[src/rtl/riscv_pkg.sv]
// Shared RISC-V definitions: funct3 encodings, opcodes, LSU state type, request legality check.
// Latency: none (types, constants and a pure function only).
// Backpressure: n/a. Misaligned halfword/word handling is selected by LSU_MISALIGN_TRAP_EN.
package riscv_pkg;

    localparam logic [6:0] OP_LOAD  = 7'b0000011;
    localparam logic [6:0] OP_STORE = 7'b0100011;

    localparam logic [2:0] F3_B  = 3'b000;
    localparam logic [2:0] F3_H  = 3'b001;
    localparam logic [2:0] F3_W  = 3'b010;
    localparam logic [2:0] F3_BU = 3'b100;
    localparam logic [2:0] F3_HU = 3'b101;

    typedef enum logic [1:0] {
        IDLE = 2'd0,
        REQ  = 2'd1,
        WAIT = 2'd2,
        RESP = 2'd3
    } lsu_state_t;

    // Decides whether a request may touch memory at all.
    function automatic logic lsu_req_legal(input logic we, input logic [2:0] funct3,
                                           input logic [1:0] offset);
        logic ok;
        if (we) begin
            ok = (funct3 == F3_B) || (funct3 == F3_H) || (funct3 == F3_W);
        end else begin
            ok = (funct3 == F3_B) || (funct3 == F3_H) || (funct3 == F3_W) ||
                 (funct3 == F3_BU) || (funct3 == F3_HU);
        end
`ifdef LSU_MISALIGN_TRAP_EN
        if (((funct3 == F3_H) || (funct3 == F3_HU)) && offset[0]) ok = 1'b0;
        if ((funct3 == F3_W) && (offset != 2'b00)) ok = 1'b0;
`else
        if (offset == 2'b11) ok = ok; // offset fully handled by lsu_offset_fix
`endif
        return ok;
    endfunction

    // Drops the low address bits a naturally-aligned access cannot use.
    function automatic logic [1:0] lsu_offset_fix(input logic [2:0] funct3, input logic [1:0] offset);
        logic [1:0] fixed;
        case (funct3)
            F3_B, F3_BU: fixed = offset;
            F3_H, F3_HU: fixed = {offset[1], 1'b0};
            default:     fixed = 2'b00;
        endcase
        return fixed;
    endfunction

endpackage

[src/rtl/lsu_align.sv]
// Byte-lane steering for stores and lane extraction plus sign/zero extension for loads.
// Latency: purely combinational.
// Backpressure: none; outputs follow inputs.
module lsu_align
    import riscv_pkg::*;
(
    input  logic [2:0]  funct3,
    input  logic [1:0]  offset,
    input  logic [31:0] st_data,
    input  logic [31:0] ld_raw,
    output logic [3:0]  be,
    output logic [31:0] st_lanes,
    output logic [31:0] ld_data
);

    logic [7:0]  ld_byte;
    logic [15:0] ld_half;

    // Store side: enables and replicated data for the addressed lanes.
    always_comb begin
        be       = 4'b1111;
        st_lanes = st_data;
        case (funct3)
            F3_B, F3_BU: begin
                be       = 4'b0001 << offset;
                st_lanes = {4{st_data[7:0]}};
            end
            F3_H, F3_HU: begin
                be       = offset[1] ? 4'b1100 : 4'b0011;
                st_lanes = {2{st_data[15:0]}};
            end
            default: begin
                be       = 4'b1111;
                st_lanes = st_data;
            end
        endcase
    end

    // Load side: pick the addressed byte/halfword and extend it.
    always_comb begin
        ld_byte = ld_raw[7:0];
        case (offset)
            2'd0:    ld_byte = ld_raw[7:0];
            2'd1:    ld_byte = ld_raw[15:8];
            2'd2:    ld_byte = ld_raw[23:16];
            default: ld_byte = ld_raw[31:24];
        endcase
        ld_half = offset[1] ? ld_raw[31:16] : ld_raw[15:0];
        case (funct3)
            F3_B:    ld_data = {{24{ld_byte[7]}}, ld_byte};
            F3_BU:   ld_data = {24'h0, ld_byte};
            F3_H:    ld_data = {{16{ld_half[15]}}, ld_half};
            F3_HU:   ld_data = {16'h0, ld_half};
            F3_W:    ld_data = ld_raw;
            default: ld_data = 32'h0;
        endcase
    end

endmodule

[src/rtl/load_store_unit.sv]
// Load/store unit: ALU address -> word memory req/gnt/rvalid, aligned+extended load data back.
// Latency: store 2 cycles, load 3 cycles, illegal 1 cycle (min); TIMEOUT-cycle abort on a stuck memory.
// Backpressure: req_ready only in IDLE; stall holds the core until the RESP cycle. LSU_MISALIGN_TRAP_EN traps misalignment.
module load_store_unit
    import riscv_pkg::*;
#(
    parameter int TIMEOUT = 16
) (
    input  logic        clk,
    input  logic        rst,
    input  logic        req_valid,
    output logic        req_ready,
    input  logic        req_we,
    input  logic [2:0]  req_funct3,
    input  logic [31:0] req_addr,
    input  logic [31:0] req_wdata,
    output logic        rsp_valid,
    output logic [31:0] rsp_rdata,
    output logic        rsp_err,
    output logic        stall,
    output logic        mem_req,
    output logic        mem_we,
    output logic [31:0] mem_addr,
    output logic [31:0] mem_wdata,
    output logic [3:0]  mem_be,
    input  logic        mem_gnt,
    input  logic        mem_rvalid,
    input  logic [31:0] mem_rdata
);

    lsu_state_t  state_q, state_n;
    logic [7:0]  tmo_cnt_q;
    logic [2:0]  funct3_q;
    logic [1:0]  offset_q;
    logic [31:0] wdata_q;
    logic        req_legal;
    logic        timed_out;
    logic        rsp_err_n;
    logic [31:0] rsp_rdata_n;
    logic [3:0]  lane_be;
    logic [31:0] lane_wdata;
    logic [31:0] load_data;

    assign req_legal = lsu_req_legal(req_we, req_funct3, req_addr[1:0]);
    assign timed_out = (tmo_cnt_q >= 8'(TIMEOUT - 1));

    lsu_align u_align (
        .funct3   (funct3_q),
        .offset   (offset_q),
        .st_data  (wdata_q),
        .ld_raw   (mem_rdata),
        .be       (lane_be),
        .st_lanes (lane_wdata),
        .ld_data  (load_data)
    );

    // Next state plus the response payload captured on entry to RESP.
    // A grant or read data arriving in the last allowed cycle wins over the timeout.
    always_comb begin
        state_n     = state_q;
        rsp_err_n   = 1'b0;
        rsp_rdata_n = 32'h0;
        case (state_q)
            IDLE: begin
                if (req_valid) begin
                    if (req_legal) begin
                        state_n = REQ;
                    end else begin
                        state_n   = RESP;
                        rsp_err_n = 1'b1;
                    end
                end
            end
            REQ: begin
                if (mem_gnt) begin
                    state_n = mem_we ? RESP : WAIT;
                end else if (timed_out) begin
                    state_n   = RESP;
                    rsp_err_n = 1'b1;
                end
            end
            WAIT: begin
                if (mem_rvalid) begin
                    state_n     = RESP;
                    rsp_rdata_n = load_data;
                end else if (timed_out) begin
                    state_n   = RESP;
                    rsp_err_n = 1'b1;
                end
            end
            default: state_n = IDLE;
        endcase
    end

    // State, timeout counter, captured request and registered outputs.
    always_ff @(posedge clk) begin
        if (rst) begin
            state_q   <= IDLE;
            tmo_cnt_q <= 8'h0;
            funct3_q  <= 3'b000;
            offset_q  <= 2'b00;
            wdata_q   <= 32'h0;
            mem_we    <= 1'b0;
            mem_addr  <= 32'h0;
            mem_req   <= 1'b0;
            rsp_valid <= 1'b0;
            rsp_err   <= 1'b0;
            rsp_rdata <= 32'h0;
        end else begin
            state_q   <= state_n;
            tmo_cnt_q <= ((state_q == REQ) || (state_q == WAIT)) ? tmo_cnt_q + 8'd1 : 8'h0;
            if ((state_q == IDLE) && req_valid && req_legal) begin
                funct3_q <= req_funct3;
                offset_q <= lsu_offset_fix(req_funct3, req_addr[1:0]);
                wdata_q  <= req_wdata;
                mem_we   <= req_we;
                mem_addr <= {req_addr[31:2], 2'b00};
            end
            mem_req   <= (state_n == REQ);
            rsp_valid <= (state_n == RESP);
            rsp_err   <= rsp_err_n;
            rsp_rdata <= rsp_rdata_n;
        end
    end

    assign mem_wdata = lane_wdata;
    assign mem_be    = lane_be & {4{mem_we}};
    assign req_ready = (state_q == IDLE);
    assign stall     = ((state_q == IDLE) && req_valid) || (state_q == REQ) || (state_q == WAIT);

endmodule

[config.mk]
export PLATFORM = sky130hd
export DESIGN_NAME = load_store_unit
export DESIGN_NICKNAME = d
export VERILOG_FILES = /design/src/rtl/riscv_pkg.sv /design/src/rtl/lsu_align.sv /design/src/rtl/load_store_unit.sv
export SDC_FILE = /design/constraint.sdc
export NUM_CORES = 1
export LEC_CHECK = 0
export ABC_AREA = 0
export BUFFER_PORTS_ARGS = -buffer_cell sky130_fd_sc_hd__buf_2
export CORE_UTILIZATION = 43
export DETAILED_ROUTE_END_ITERATION = 8
export PLACE_DENSITY = 0.76
export SLEW_MARGIN = 20
export SYNTH_ARGS = -nofsm -noshare
export SYNTH_HDL_FRONTEND = slang
export SYNTH_SLANG_ARGS = --single-unit
[constraint.sdc]
create_clock -name clk -period 1.5 [get_ports clk]
set_input_delay 0.075 -clock clk [delete_from_list [all_inputs] [get_ports clk]]
set_output_delay 0.075 -clock clk [all_outputs]
set_load 0.005 [all_outputs]
==> results.cfg <==
[run_status]
status = finished with violations
failed_checks = setup timing

[cts]
cts_htree_levels = 4
cts_tree = done
cts-root-buf = clkbuf_16
worstSkewPairLatency_ns = 0.43
clock_sinks = 113
cts_buffer_depth = 2
path_clk_slew_ns = 0.06
cts_buffers = 17

[sta]
fin_crit_ns = 1.88
finalWorstSetupSlack_ns = -0.380
slew_violations = 0
clock_skew_ns = 0.0105
finalCritPeriodShare_pct = 125
rsz0062_at_grt = yes
fmax_mhz = 532
setup_viol = 75
hold_viol = 0
slew_headroom_pct = 60.4
worstMarginPinSlew_ns = 0.594
hold_ws_ns = 0.0567

[power_and_ir_drop]
p_per_area_mw_per_mm2 = 1260
total_power_mw = 11.5
leakagePower_nw = 4.09
irDropWorstVdd_uv = 940

[detailed_routing]
ant_nets = 0
drt_iter0_drc = 587
post_drt_via_cell_ratio = 5.78
drt_wl_total_um = 23300
first_pass_iters = 7
routedWlPerCell_um = 21.9
drc = 0
vias = 6139

[logic_synthesis]
yosysWarnings = 0
async_reset_ff_share_pct = 0
yosysTopAreaCell = dfxtp_1
yosysSeqAreaShare_pct = 46.5
synth_commonest_cells = 166 x nand2_1, 113 x dfxtp_1, 94 x a21oi_1
yosysMostFrequentCell = nand2_1
syn_area_sq_mm = 0.00487
yosys_most_used_dff = dfxtp_1
synth_area_leaders = dfxtp_1 46%, nand2_1 13%, a21oi_1 9.7%, mux4_2 4.2%, mux2_2 3.7%
synthCells = 569
yosysUniqueCellTypes = 41
synth_area_per_cell_sq_um = 8.56
ys_ff_latch = 113
synth_edf_count = 0
synth.top_cell.area_share_pct = 46.5

[cells_and_area]
synthToLayoutAreaGrowth_pct = 86.8
drive_gt1_share_pct = 52.2
final_cell_count_no_fill = 1063
regArea_sq_mm = 0.00229
nNetsFinal = 1022
multi_input_area_sq_mm = 0.00308
fillers = 572

[floorplan]
core-area_sq_mm = 0.0109
start_util_pct = 44.5
io_pins = 211
core.rowCount = 38
dieHeight_um = 108
die_area_sq_mm = 0.0118
die_w_um = 108

[critical_path]
startpoint_type = register
r2r_start = funct3_q[0]$_SDFFE_PP0P_
crit_fanout = 16
endpoint_kind = register
critPathArrivalTime_ns = 2.15
critPathKind = reg -> reg
cp.required_ns = 1.77
crit_start = funct3_q[0]$_SDFFE_PP0P_

[placed_design]
dp.cells = 894
portBuffers = 208
gp_congestion = 0.834
dp_hpwl_um = 9810

[global_routing]
grt_pass1_vias = 5778
grt_use_total_pct = 31.7
grt_start_max_net_pins = 38
antenna_found_initial = 0
grt.overflow.total = 0
grt_pass1_wl_um = 28100

[flow_run]
maxCapViolations = 0

[min_path]
worstHoldStart = rst
hold_class = in -> reg
[layout by cell type, fill, tap and decap left out, types with 22 or more instances in the layout]
master / n
nand2_1: 115
buf_6: 27
buf_2: 195
buf_4: 29
a21oi_2: 60
dfxtp_1: 105
nand2_4: 39
clkbuf_16: 22
a21oi_1: 33
dlygate4sd3_1: 100
[power breakdown]
part / switching (mW) / total, mW / internal [mW]
clock network: 1.41 / 3.66 / 2.24
logic: 2.13 / 4.17 / 2.04
registers: 0.269 / 3.63 / 3.36
total: 3.81 / 11.5 / 7.64
[cells by family after synthesis]
logic type               after synthesis  synth area share [%]
AO/OA/AOI/OAI                        136                  15.7
XOR/XNOR                               6                  1.08
adder cells (fa/ha/maj)                6                  1.54
buffers and inverters                 59                  6.96
flip-flops                           113                  46.5
multiplexers                          33                  9.51
other                                  1                0.0770
AND/OR/NAND/NOR                      215                  18.6
[repair_timing]
item / 4_1_cts / 5_1_grt
gates resized for setup: 79 / 186
pin swaps: 13 / 90
endpoints found under the setup margin: 46 / 128
endpoints found under the hold margin: 100 / 0
gates cloned: 6 / 6
hold buffers: 100 / 0
setup buffers: 21 / 12
[final timing paths]
| kind | cells after the start | slack [ns] | to |
|---|---|---|---|
| worst max-delay path | 6 | -0.38 | rsp_rdata[16]$_SDFF_PP0_ |
| worst min-delay path | 3 | 0.06 | rsp_err$_SDFF_PP0_ |
| worst max register to register | 6 | -0.38 | rsp_rdata[16]$_SDFF_PP0_ |
| worst min register to register | 1 | 0.45 | tmo_cnt_q[0]$_SDFF_PP0_ |
[flip-flops by register name, indices dropped and copies added, names as in the netlist]
signal and flops:
state_q 2, rsp_err 1, mem_we 1, rsp_valid 1
funct3_q 3, rsp_rdata 32, wdata_q 32, offset_q 2
mem_addr 30, mem_req 1, tmo_cnt_q 8
[critical path: stages, from the launching register on]
cell	delay (ns)
dfxtp_4	0.34
buf_4	0.14
buf_4	0.14
nor3b_4	0.23
buf_4	0.27
nand2_1	0.09
a21oi_1	0.50
[metrics by stage]
step           setup TNS (ns)  util [%]  setup WS, ns  instance area, sq um
2_1_floorplan               0         -       0.00119                  4890
3_3_place_gp           -0.390      55.8       -0.0468                  6100
3_5_place_dp            -1.03      55.8        -0.111                  6100
4_1_cts                 -3.49      75.6        -0.202                  8260
5_1_grt                -11.29      83.1        -0.369                  9090
6_report                -7.09      83.2        -0.380                  9090
[area by class of cell]
| type | count | share of cell area (%) |
|---|---|---|
| antenna | 1 | 0.0275 |
| clock buffer | 24 | 5.41 |
| clock inverter | 6 | 0.358 |
| inverter | 7 | 0.427 |
| multi-input combinational | 399 | 33.9 |
| sequential | 113 | 25.2 |
| tap | 140 | 1.93 |
| timing repair buffer | 373 | 32.8 |
[metal layers]
metal | global-route usage [%] | wire length [um]
met3 | 8.26 | 2050
met1 | 35.1 | 7990
met5 | 0 | 0
met4 | 20.1 | 1550
met2 | 53.8 | 11700
Note: power is estimated with default switching activity, not from simulation.
